$ cat config.mk
export PLATFORM = sky130hd
export DESIGN_NAME = ps2_cmd_arbiter
export DESIGN_NICKNAME = d
export VERILOG_FILES = /design/src/rtl/ps2_cmd_arbiter_pkg.sv /design/src/rtl/ps2_arb_grant.sv /design/src/rtl/ps2_cmd_arbiter.sv
export SDC_FILE = /design/constraint.sdc
export NUM_CORES = 1
export LEC_CHECK = 0
export BUFFER_PORTS_ARGS = -buffer_cell sky130_fd_sc_hd__buf_2
export CORE_UTILIZATION = 40
export DETAILED_ROUTE_END_ITERATION = 6
export HOLD_SLACK_MARGIN = 0.02
export PLACE_DENSITY = 0.73
export SLEW_MARGIN = 10
export SYNTH_ARGS = -nofsm -noshare
export SYNTH_HDL_FRONTEND = slang
export SYNTH_SLANG_ARGS = --single-unit
$ cat constraint.sdc
create_clock -name CLK -period 4.8 [get_ports CLK]
set_input_delay 0.24 -clock CLK [delete_from_list [all_inputs] [get_ports CLK]]
set_output_delay 0.24 -clock CLK [all_outputs]
set_load 0.005 [all_outputs]
$ cat src/rtl/ps2_cmd_arbiter_pkg.sv
// Shared definitions for the PS/2 command arbiter: FSM encoding, completion
// status codes and the PS/2 device byte values the sequencer recognises.
package ps2_cmd_arbiter_pkg;

  typedef enum logic [2:0] {
    S_IDLE      = 3'd0,
    S_SEND      = 3'd1,
    S_WAIT_SENT = 3'd2,
    S_WAIT_ACK  = 3'd3,
    S_FINISH    = 3'd4
  } state_t;

  localparam logic [1:0] ST_OK      = 2'b00;
  localparam logic [1:0] ST_NACK    = 2'b01;
  localparam logic [1:0] ST_TIMEOUT = 2'b10;
  localparam logic [1:0] ST_RXERR   = 2'b11;

  localparam logic [7:0] PS2_ACK      = 8'hFA;
  localparam logic [7:0] PS2_RESEND   = 8'hFE;
  localparam logic [7:0] PS2_ENABLE   = 8'hF4;
  localparam logic [7:0] PS2_SET_RATE = 8'hF3;
  localparam logic [7:0] PS2_SET_RES  = 8'hE8;

  // Select the byte belonging to a one-hot slot (slot 1 when bit 1 is set).
  function automatic logic [7:0] slot_byte(input logic [1:0] onehot,
                                           input logic [7:0] b0,
                                           input logic [7:0] b1);
    return onehot[1] ? b1 : b0;
  endfunction

endpackage

$ cat src/rtl/ps2_arb_grant.sv
// Winner selection between the two command requesters. With ROUND_ROBIN_EN
// a one-bit pointer demotes the last granted slot; otherwise slot 0 wins.
module ps2_arb_grant (
`ifdef ROUND_ROBIN_EN
  input  logic       clk_i,
  input  logic       reset_i,
  input  logic       take_i,
`endif
  input  logic [1:0] req_i,
  output logic [1:0] win_o
);

`ifdef ROUND_ROBIN_EN
  logic prio_q, prio_d;  // 1: slot 1 wins the next tie

  always_comb begin
    win_o  = req_i;
    if (req_i == 2'b11) win_o = prio_q ? 2'b10 : 2'b01;
    prio_d = prio_q;
    if (take_i) prio_d = win_o[0];
  end

  always_ff @(posedge clk_i) begin
    if (reset_i) prio_q <= 1'b0;
    else         prio_q <= prio_d;
  end
`else
  always_comb begin
    win_o = 2'b00;
    if (req_i[0])      win_o = 2'b01;
    else if (req_i[1]) win_o = 2'b10;
  end
`endif

endmodule

$ cat src/rtl/ps2_cmd_arbiter.sv
// Shares one PS/2 transmitter/receiver between two requesters and sequences
// command, optional argument, FA acks, FE resends and timeouts. ROUND_ROBIN_EN
// selects round-robin arbitration. REQ is a level held until the DONE pulse;
// SEND_BYTE/BYTE_SENT and BYTE_READY are single-cycle pulses, with no backpressure.
module ps2_cmd_arbiter
  import ps2_cmd_arbiter_pkg::*;
#(
  parameter int MAX_RETRY      = 3,
  parameter int TIMEOUT_CYCLES = 2000000,
  parameter int TW             = 21
) (
  input  logic       CLK,
  input  logic       RESET,
  input  logic [1:0] REQ,
  input  logic [1:0] HAS_ARG,
  input  logic [7:0] CMD0,
  input  logic [7:0] ARG0,
  input  logic [7:0] CMD1,
  input  logic [7:0] ARG1,
  output logic [1:0] GNT,
  output logic       DONE,
  output logic [1:0] STATUS,
  output logic       SEND_BYTE,
  output logic [7:0] BYTE_TO_SEND,
  input  logic       BYTE_SENT,
  output logic       READ_ENABLE,
  input  logic [7:0] BYTE_READ,
  input  logic [1:0] BYTE_ERROR_CODE,
  input  logic       BYTE_READY,
  output logic [2:0] DBG_STATE
);

  localparam int RW = (MAX_RETRY < 1) ? 1 : $clog2(MAX_RETRY + 1);

  state_t          state_q, state_d;
  logic            phase_q, phase_d;
  logic [RW-1:0]   retry_q, retry_d;
  logic [TW-1:0]   to_cnt_q, to_cnt_d;
  logic [7:0]      cmd_q, cmd_d, arg_q, arg_d;
  logic            has_arg_q, has_arg_d;
  logic [1:0]      gnt_q, gnt_d, status_q, status_d;
  logic            done_q, done_d, send_q, send_d, rd_en_q, rd_en_d;
  logic [7:0]      tx_q, tx_d;
  logic [1:0]      win;
  logic            take;
  logic            timeout;

  assign take = (state_q == S_IDLE) && (REQ != 2'b00);

  ps2_arb_grant u_grant (
`ifdef ROUND_ROBIN_EN
    .clk_i   (CLK),
    .reset_i (RESET),
    .take_i  (take),
`endif
    .req_i   (REQ),
    .win_o   (win)
  );

  // Outputs lag the state by one register stage, so the wait state is left one
  // cycle early to land DONE exactly TIMEOUT_CYCLES cycles after entry.
  assign timeout = (to_cnt_q == TW'(TIMEOUT_CYCLES - 2));

  always_comb begin
    state_d   = state_q;
    phase_d   = phase_q;
    retry_d   = retry_q;
    to_cnt_d  = '0;
    cmd_d     = cmd_q;
    arg_d     = arg_q;
    has_arg_d = has_arg_q;
    gnt_d     = gnt_q;
    status_d  = status_q;
    send_d    = (state_q == S_SEND);
    tx_d      = (state_q == S_SEND) ? (phase_q ? arg_q : cmd_q) : tx_q;
    rd_en_d   = (state_q == S_WAIT_ACK);
    done_d    = (state_q == S_FINISH) && !done_q;
    case (state_q)
      S_IDLE: begin
        if (take) begin
          gnt_d     = win;
          cmd_d     = slot_byte(win, CMD0, CMD1);
          arg_d     = slot_byte(win, ARG0, ARG1);
          has_arg_d = |(HAS_ARG & win);
          phase_d   = 1'b0;
          retry_d   = '0;
          state_d   = S_SEND;
        end
      end
      S_SEND: state_d = S_WAIT_SENT;
      S_WAIT_SENT: begin
        if (BYTE_SENT) begin
          state_d = S_WAIT_ACK;
        end else if (timeout) begin
          status_d = ST_TIMEOUT;
          state_d  = S_FINISH;
        end else begin
          to_cnt_d = to_cnt_q + TW'(1);
        end
      end
      S_WAIT_ACK: begin
        if (BYTE_READY) begin
          state_d = S_FINISH;
          if (BYTE_ERROR_CODE != 2'b00) begin
            status_d = ST_RXERR;
          end else if (BYTE_READ == PS2_ACK) begin
            if (!phase_q && has_arg_q) begin
              phase_d = 1'b1;
              retry_d = '0;
              state_d = S_SEND;
            end else begin
              status_d = ST_OK;
            end
          end else if (BYTE_READ == PS2_RESEND) begin
            if (retry_q < RW'(MAX_RETRY)) begin
              retry_d = retry_q + RW'(1);
              state_d = S_SEND;
            end else begin
              status_d = ST_NACK;
            end
          end else begin
            status_d = ST_RXERR;
          end
        end else if (timeout) begin
          status_d = ST_TIMEOUT;
          state_d  = S_FINISH;
        end else begin
          to_cnt_d = to_cnt_q + TW'(1);
        end
      end
      S_FINISH: begin
        // Hold FINISH through the registered DONE cycle so GNT covers it.
        if (done_q) begin
          gnt_d   = 2'b00;
          state_d = S_IDLE;
        end
      end
      default: state_d = S_IDLE;
    endcase
  end

  always_ff @(posedge CLK) begin
    if (RESET) begin
      state_q   <= S_IDLE;
      phase_q   <= 1'b0;
      retry_q   <= '0;
      to_cnt_q  <= '0;
      cmd_q     <= 8'h00;
      arg_q     <= 8'h00;
      has_arg_q <= 1'b0;
      gnt_q     <= 2'b00;
      status_q  <= ST_OK;
      done_q    <= 1'b0;
      send_q    <= 1'b0;
      rd_en_q   <= 1'b0;
      tx_q      <= 8'h00;
    end else begin
      state_q   <= state_d;
      phase_q   <= phase_d;
      retry_q   <= retry_d;
      to_cnt_q  <= to_cnt_d;
      cmd_q     <= cmd_d;
      arg_q     <= arg_d;
      has_arg_q <= has_arg_d;
      gnt_q     <= gnt_d;
      status_q  <= status_d;
      done_q    <= done_d;
      send_q    <= send_d;
      rd_en_q   <= rd_en_d;
      tx_q      <= tx_d;
    end
  end

  assign GNT          = gnt_q;
  assign DONE         = done_q;
  assign STATUS       = status_q;
  assign SEND_BYTE    = send_q;
  assign BYTE_TO_SEND = tx_q;
  assign READ_ENABLE  = rd_en_q;
  assign DBG_STATE    = state_q;

endmodule

# --- After elaboration in Yosys (flattened, before gate mapping) ---
# Index checks and enable logic that the tools add are counted.
classes:
  n_mux: 46
  reduce_logical: 18
  n_lt_le_gt_ge: 1
  n_eq_ne: 19
  n_addsub: 2
  bitwise_logic: 1
op_table:
  columns: ["operator", "n"]
  rows:
  - ["$mux 21", 3]
  - ["$pmux 21 s2", 1]
  - ["$mux 2", 19]
  - ["$mux 3", 10]
  - ["$mux 8", 3]
  - ["$add 21x1->21 const B", 1]
  - ["$eq 21x21->1 const B", 1]
  - ["$eq 8x8->1 const B", 2]
  - ["$pmux 3 s5", 1]
  - ["$pmux 2 s2", 3]
  - ["$ne 2x2->1 const B", 5]
  - ["$reduce_bool 2->1", 5]
  - ["$reduce_and 7->1", 1]
  - ["$eq 3x2->1 const B", 2]
  - ["$ne 3x1->1 const B", 2]
  - ["$ne 6x6->1 const B", 1]
  - ["$reduce_and 6->1", 1]
  - ["$mux 1", 5]
  - ["$ne 5x5->1 const B", 1]
  - ["$ne 2x1->1 const B", 2]
  - ["$reduce_and 2->1", 2]
  - ["$reduce_and 4->1", 1]
  - ["$eq 3x1->1 const B", 1]
  - ["$eq 3x3->1 const B", 1]
  - ["10 further kinds", 13]
word_totals:
  ff_bits: 59
  elab_cells: 100

# --- Longest topological paths before layout ---
logic_depth:
  depth_word: 7
  depth_mapped: 8
  ltp_nobuf: 7

# --- Modules after synthesis ---
# From an unflattened synthesis, not the netlist that was laid out.
hier_totals:
  cells_unflattened: 303
  hier_area_um2: 2816.5
by_module_without_submodules:
  columns: ["module", "seq_area_each_um2", "n_inst", "cells_each", "area_per_inst_um2"]
  rows:
  - ["ps2_cmd_arbiter", 1181.1, 1, 301, 2795.2]
  - ["ps2_arb_grant", 0.0, 1, 2, 21.3]

# --- Worst setup path after synthesis ---
# OpenSTA, ideal clock, no wires.
synth_timing:
  path_type: "input port to flip-flop"
  start: "input port BYTE_READ[0]"
  end: "register retry_q[0]"
  slack_ps: 3009
  required_ps: 4679
  t_arrival_ps: 1670
  setup_time_ps: 121
  cell_stages: 5
  n_path_buf: 0
  cell_sequence: "nand4b_1 -> nor4_1 -> nor2_1 -> nor3_1 -> mux2_2"
synth_between:
  elab_chain_cells: 5
synth_lines:
  columns: ["item", "line", "text"]
  rows:
  - ["start, declared", "ps2_cmd_arbiter.sv:27", "input logic [7:0] BYTE_READ,"]
  - ["$eq 8x8->1", "ps2_cmd_arbiter.sv:106", "end else if (BYTE_READ == PS2_ACK) begin"]
  - ["$mux 2", "ps2_cmd_arbiter.sv:106", null]
  - ["$mux 2", "ps2_cmd_arbiter.sv:104", "if (BYTE_ERROR_CODE != 2'b00) begin"]
  - ["$mux 2", "ps2_cmd_arbiter.sv:102", "if (BYTE_READY) begin"]
  - ["$pmux 2 s2", "ps2_cmd_arbiter.sv:78", "case (state_q)"]
  - ["end signal, assigned", "ps2_cmd_arbiter.sv:160", "retry_q <= retry_d;"]
  - ["end, declared", "ps2_cmd_arbiter.sv:37", "logic [RW-1:0] retry_q, retry_d;"]
# Parallel ways exist; a longest one is shown, timed or not. The select of a mux whose other input is x is not followed.
# A chain may end at the register's enable or synchronous reset.

# --- Final worst setup path ---
layout_timing:
  start: "register to_cnt_q[9]"
  end: "register to_cnt_q[7]"
layout_between:
  elab_chain_cells: 4
layout_lines:
  columns: ["item", "line", "text"]
  rows:
  - ["start, declared", "ps2_cmd_arbiter.sv:38", "logic [TW-1:0] to_cnt_q, to_cnt_d;"]
  - ["start signal, assigned", "ps2_cmd_arbiter.sv:161", "to_cnt_q <= to_cnt_d;"]
  - ["$eq 21x21->1 *", "ps2_cmd_arbiter.sv:62", "assign timeout = (to_cnt_q == TW'(TIMEOUT_CYCLES - 2));"]
  - ["$mux 21 *", "ps2_cmd_arbiter.sv:94, ps2_cmd_arbiter.sv:124", null]
  - ["$mux 21, on equally long branches", "ps2_cmd_arbiter.sv:102, ps2_cmd_arbiter.sv:92", null]
  - ["$pmux 21 s2 *", "ps2_cmd_arbiter.sv:78", null]
# Mark *: on every way between the ends. The rest lies on a longest branch, timed or not.

==> flow_metrics.env <==
export IMPL_synth_avg_cell_area_sq_um=8.409
export IMPL_postCtsSetupBuffers=0
export IMPL_clk_latency_ns=0.33
export IMPL_place_ws_ns=2.477
export IMPL_drtAntennaViolNets=0
export IMPL_powerDensity_nw_per_um2=360.4
export IMPL_cts_tree="yes"
export IMPL_synthCells=326
export IMPL_cp_slowest_stage_delay_ns=0.67
export IMPL_worst_path_max_fanout=21
export IMPL_rr_startpoint="to_cnt_q[9]"
export IMPL_hold_violations=0
export IMPL_initialDrtViolationCount=101
export IMPL_cp_startpoint="to_cnt_q[9]"
export IMPL_grt_max_degree=42
export IMPL_use_met3=0.05211
export IMPL_finClkSkew_ns=0.01025
export IMPL_drc=0
export IMPL_cts_reportedPaths_clkPinSlew_ns=0.07
export IMPL_yosysSeqAreaShare=0.4309
export IMPL_cts_hold_buf=0
export IMPL_layout_nets=439
export IMPL_tightest_slew_ns=1.130
export IMPL_critPathCaptureType="flop"
export IMPL_rsz0062_at_grt="no"
export IMPL_hp_start="ARG1[7]"
export IMPL_min_period_ns=2.305
export IMPL_r2r_setup_slack_ns=2.50
export IMPL_drv_cap=0
export IMPL_whs_endpoint="arg_q[7]"
export IMPL_grt_met2_usage=0.2986
export IMPL_worstReg2RegEnd="to_cnt_q[7]"
export IMPL_cp_slowest_cell="or4b_1"
export IMPL_die_x_um=84.79
export IMPL_clk_path_buf_depth=2
export IMPL_synth_top_area_frac=0.4309
export IMPL_setup_viol=0
export IMPL_boundaryPins=68
export IMPL_synth_seq_cells=59
export IMPL_layout_commonest_cell="buf_2"
export IMPL_rows=29
export IMPL_worstHoldPathType="input pin to flop"
export IMPL_fp_dieH_um=84.79
export IMPL_worstHoldPathCells=3
export IMPL_core_sq_um=6495
export IMPL_antenna_found_initial=0
export IMPL_ir_worst_vdd_mv=0.2295
export IMPL_critPathRequiredTime_ns=4.99
export IMPL_maxSlewHeadroom=0.2451
export IMPL_path_cells="or4b_1 > nor4_2 > nand4_2 > or4b_1 > nor2_1"
export IMPL_arrival_ns=2.49
export IMPL_yosysUniqueCellTypes=45
export IMPL_yosysTopAreaCell="dfxtp_1"
export IMPL_die_area_sq_um=7189
export IMPL_status="completed"
export IMPL_initial_core_util=0.4221
export IMPL_startpoint_type="flop"
export IMPL_drt_total_wl_mm=5.934
export IMPL_routabilityCongestion=0.8709
export IMPL_vias=2470
export IMPL_busiest_layer="met2"
export IMPL_netlist_top_cells_area="dfxtp_1 43%, nor2_1 8.5%, nand2_1 5.9%"
export IMPL_track_usage=0.1794
export IMPL_via_per_inst=5.289
export IMPL_synthFlopType="dfxtp_1"
export IMPL_fin_crit_sh=0.4801
export IMPL_overflow=0
export IMPL_synth_edf_count=0
export IMPL_fin_setup_tns_ns=0
export IMPL_io_buffers=67
export IMPL_fin_ws_ns=2.495
export IMPL_r2r_cells=5
export IMPL_numCtsBuffers=9
export IMPL_post_drt_wl_per_cell_um=12.71
export IMPL_area_delta_synth_final_pct=19.99
export IMPL_ys_async_sr_fraction=0
export IMPL_first_pass_iters=4
export IMPL_p_leak_nw=1.307
export IMPL_crit_type="flop to flop"
export IMPL_power_mw=1.185
export IMPL_grtUsageMet1=0.2217
export IMPL_drive_gt1_frac=0.2308
export IMPL_syn_nets=379
export IMPL_worst_path_most_repeated_cell="or4b_1"
export IMPL_htree_levels=3
export IMPL_maxSlewViolCount=0
export IMPL_cts_sinks=59
export IMPL_dp_hpwl_mm=4.220
export IMPL_clock_root_buffer="clkbuf_8"
export IMPL_grt_pass1_vias=2345
export IMPL_ys_warnings_count=0
export IMPL_ctsResizeCount=0
export IMPL_antenna_cells=0
export IMPL_netlist_area_sq_um=2741
export IMPL_final_cell_mix="67 x buf_2, 62 x nor2_1, 59 x dfxtp_1, 43 x nand2_1, 16 x a311oi_1"
export IMPL_grt_first_pass_wirelength_mm=10.36
export IMPL_max_freq_mhz=433.9
[report_power, final]
| group | switching (mW) | internal, mW | leakage, nW |
|---|---|---|---|
| registers | 0.0337 | 0.531 | 0.482 |
| logic | 0.0977 | 0.0845 | 0.729 |
| clock network | 0.188 | 0.251 | 0.0954 |
[critical path, delay by kind of cell, from the launching register on]
kind / cells / cell delay, ns
flops: 1 / 0.34
simple gates: 5 / 1.83
[how the worst max path moves through the flow]
stage / to / slack (ns) / cells after the start
2_1_floorplan: retry_q[0] / 3.01 / 5
3_3_place_gp: cmd_q[1] / 2.58 / 4
3_5_place_dp: to_cnt_q[7] / 2.48 / 5
4_1_cts: to_cnt_q[7] / 2.48 / 5
5_1_grt: arg_q[1] / 2.27 / 4
6_report: to_cnt_q[7] / 2.50 / 5
[state kept, by name, indices dropped and copies added (netlist names), 2 cells and up]
signal        count
arg_q             8
GNT               2
DBG_STATE         3
STATUS            2
BYTE_TO_SEND      8
cmd_q             8
to_cnt_q         21
retry_q           2
[area by class of cell]
| cell class | instances | area (sq um) |
|---|---|---|
| well taps | 77 | 96.34 |
| multi-input cells | 240 | 1446 |
| fillers | 627 | 3206 |
| clock inverters | 4 | 51.30 |
| inverters | 8 | 30.03 |
| clock buffers | 11 | 141.4 |
| flip-flops and latches | 59 | 1181 |
| repair buffers | 68 | 342.8 |
[cell usage after synthesis (2+ instances only)]
cell type / number
buf_4: 2
a22oi_1: 3
a21o_1: 4
nor3_1: 7
nand3b_1: 3
nand3_1: 9
xnor2_1: 9
or2_2: 2
nand2_1: 43
xor2_1: 10
nand2b_1: 2
o31ai_1: 2
or4b_1: 2
nor2b_1: 5
a311oi_1: 16
mux2_2: 2
clkbuf_1: 13
nand4_1: 4
mux2i_1: 9
dfxtp_1: 59
nand4b_1: 2
or4_1: 2
a211oi_1: 9
and3_1: 4
a21oi_1: 4
a31oi_1: 2
ha_1: 3
o21ai_0: 2
nor3b_1: 2
nor2_1: 62
inv_1: 8
nor4_1: 4
buf_2: 4
[routing by layer]
| metal | vias to the layer above | wire length (um) |
|---|---|---|
| li1 | 1263 | - |
| met4 | 0 | 68 |
| met2 | 64 | 2754 |
| met3 | 6 | 300 |
| met5 | - | 0 |
| met1 | 1137 | 2811 |
[through the flow]
stage	utilization	instances	instance area, sq um	hold slack (ns)
2_1_floorplan	-	326	2741	0.3990
3_3_place_gp	0.4768	452	3097	0.4490
3_5_place_dp	0.4768	452	3097	0.4490
4_1_cts	0.5065	467	3289	0.1501
5_1_grt	0.5065	467	3289	0.1577
6_report	0.5065	467	3289	0.1658
[kinds of logic (layout without fill, tap and decap cells)]
kind of cell,count (synthesis),count (layout),synth area share
buf+inv,27,91,0.04153
flops,59,59,0.4309
xor+xnor,19,19,0.06070
fa+ha+maj,3,3,0.01369
simple gates,158,158,0.2716
compound gates,49,49,0.1406
mux,11,11,0.04108
(Power assumes the default switching activity.)
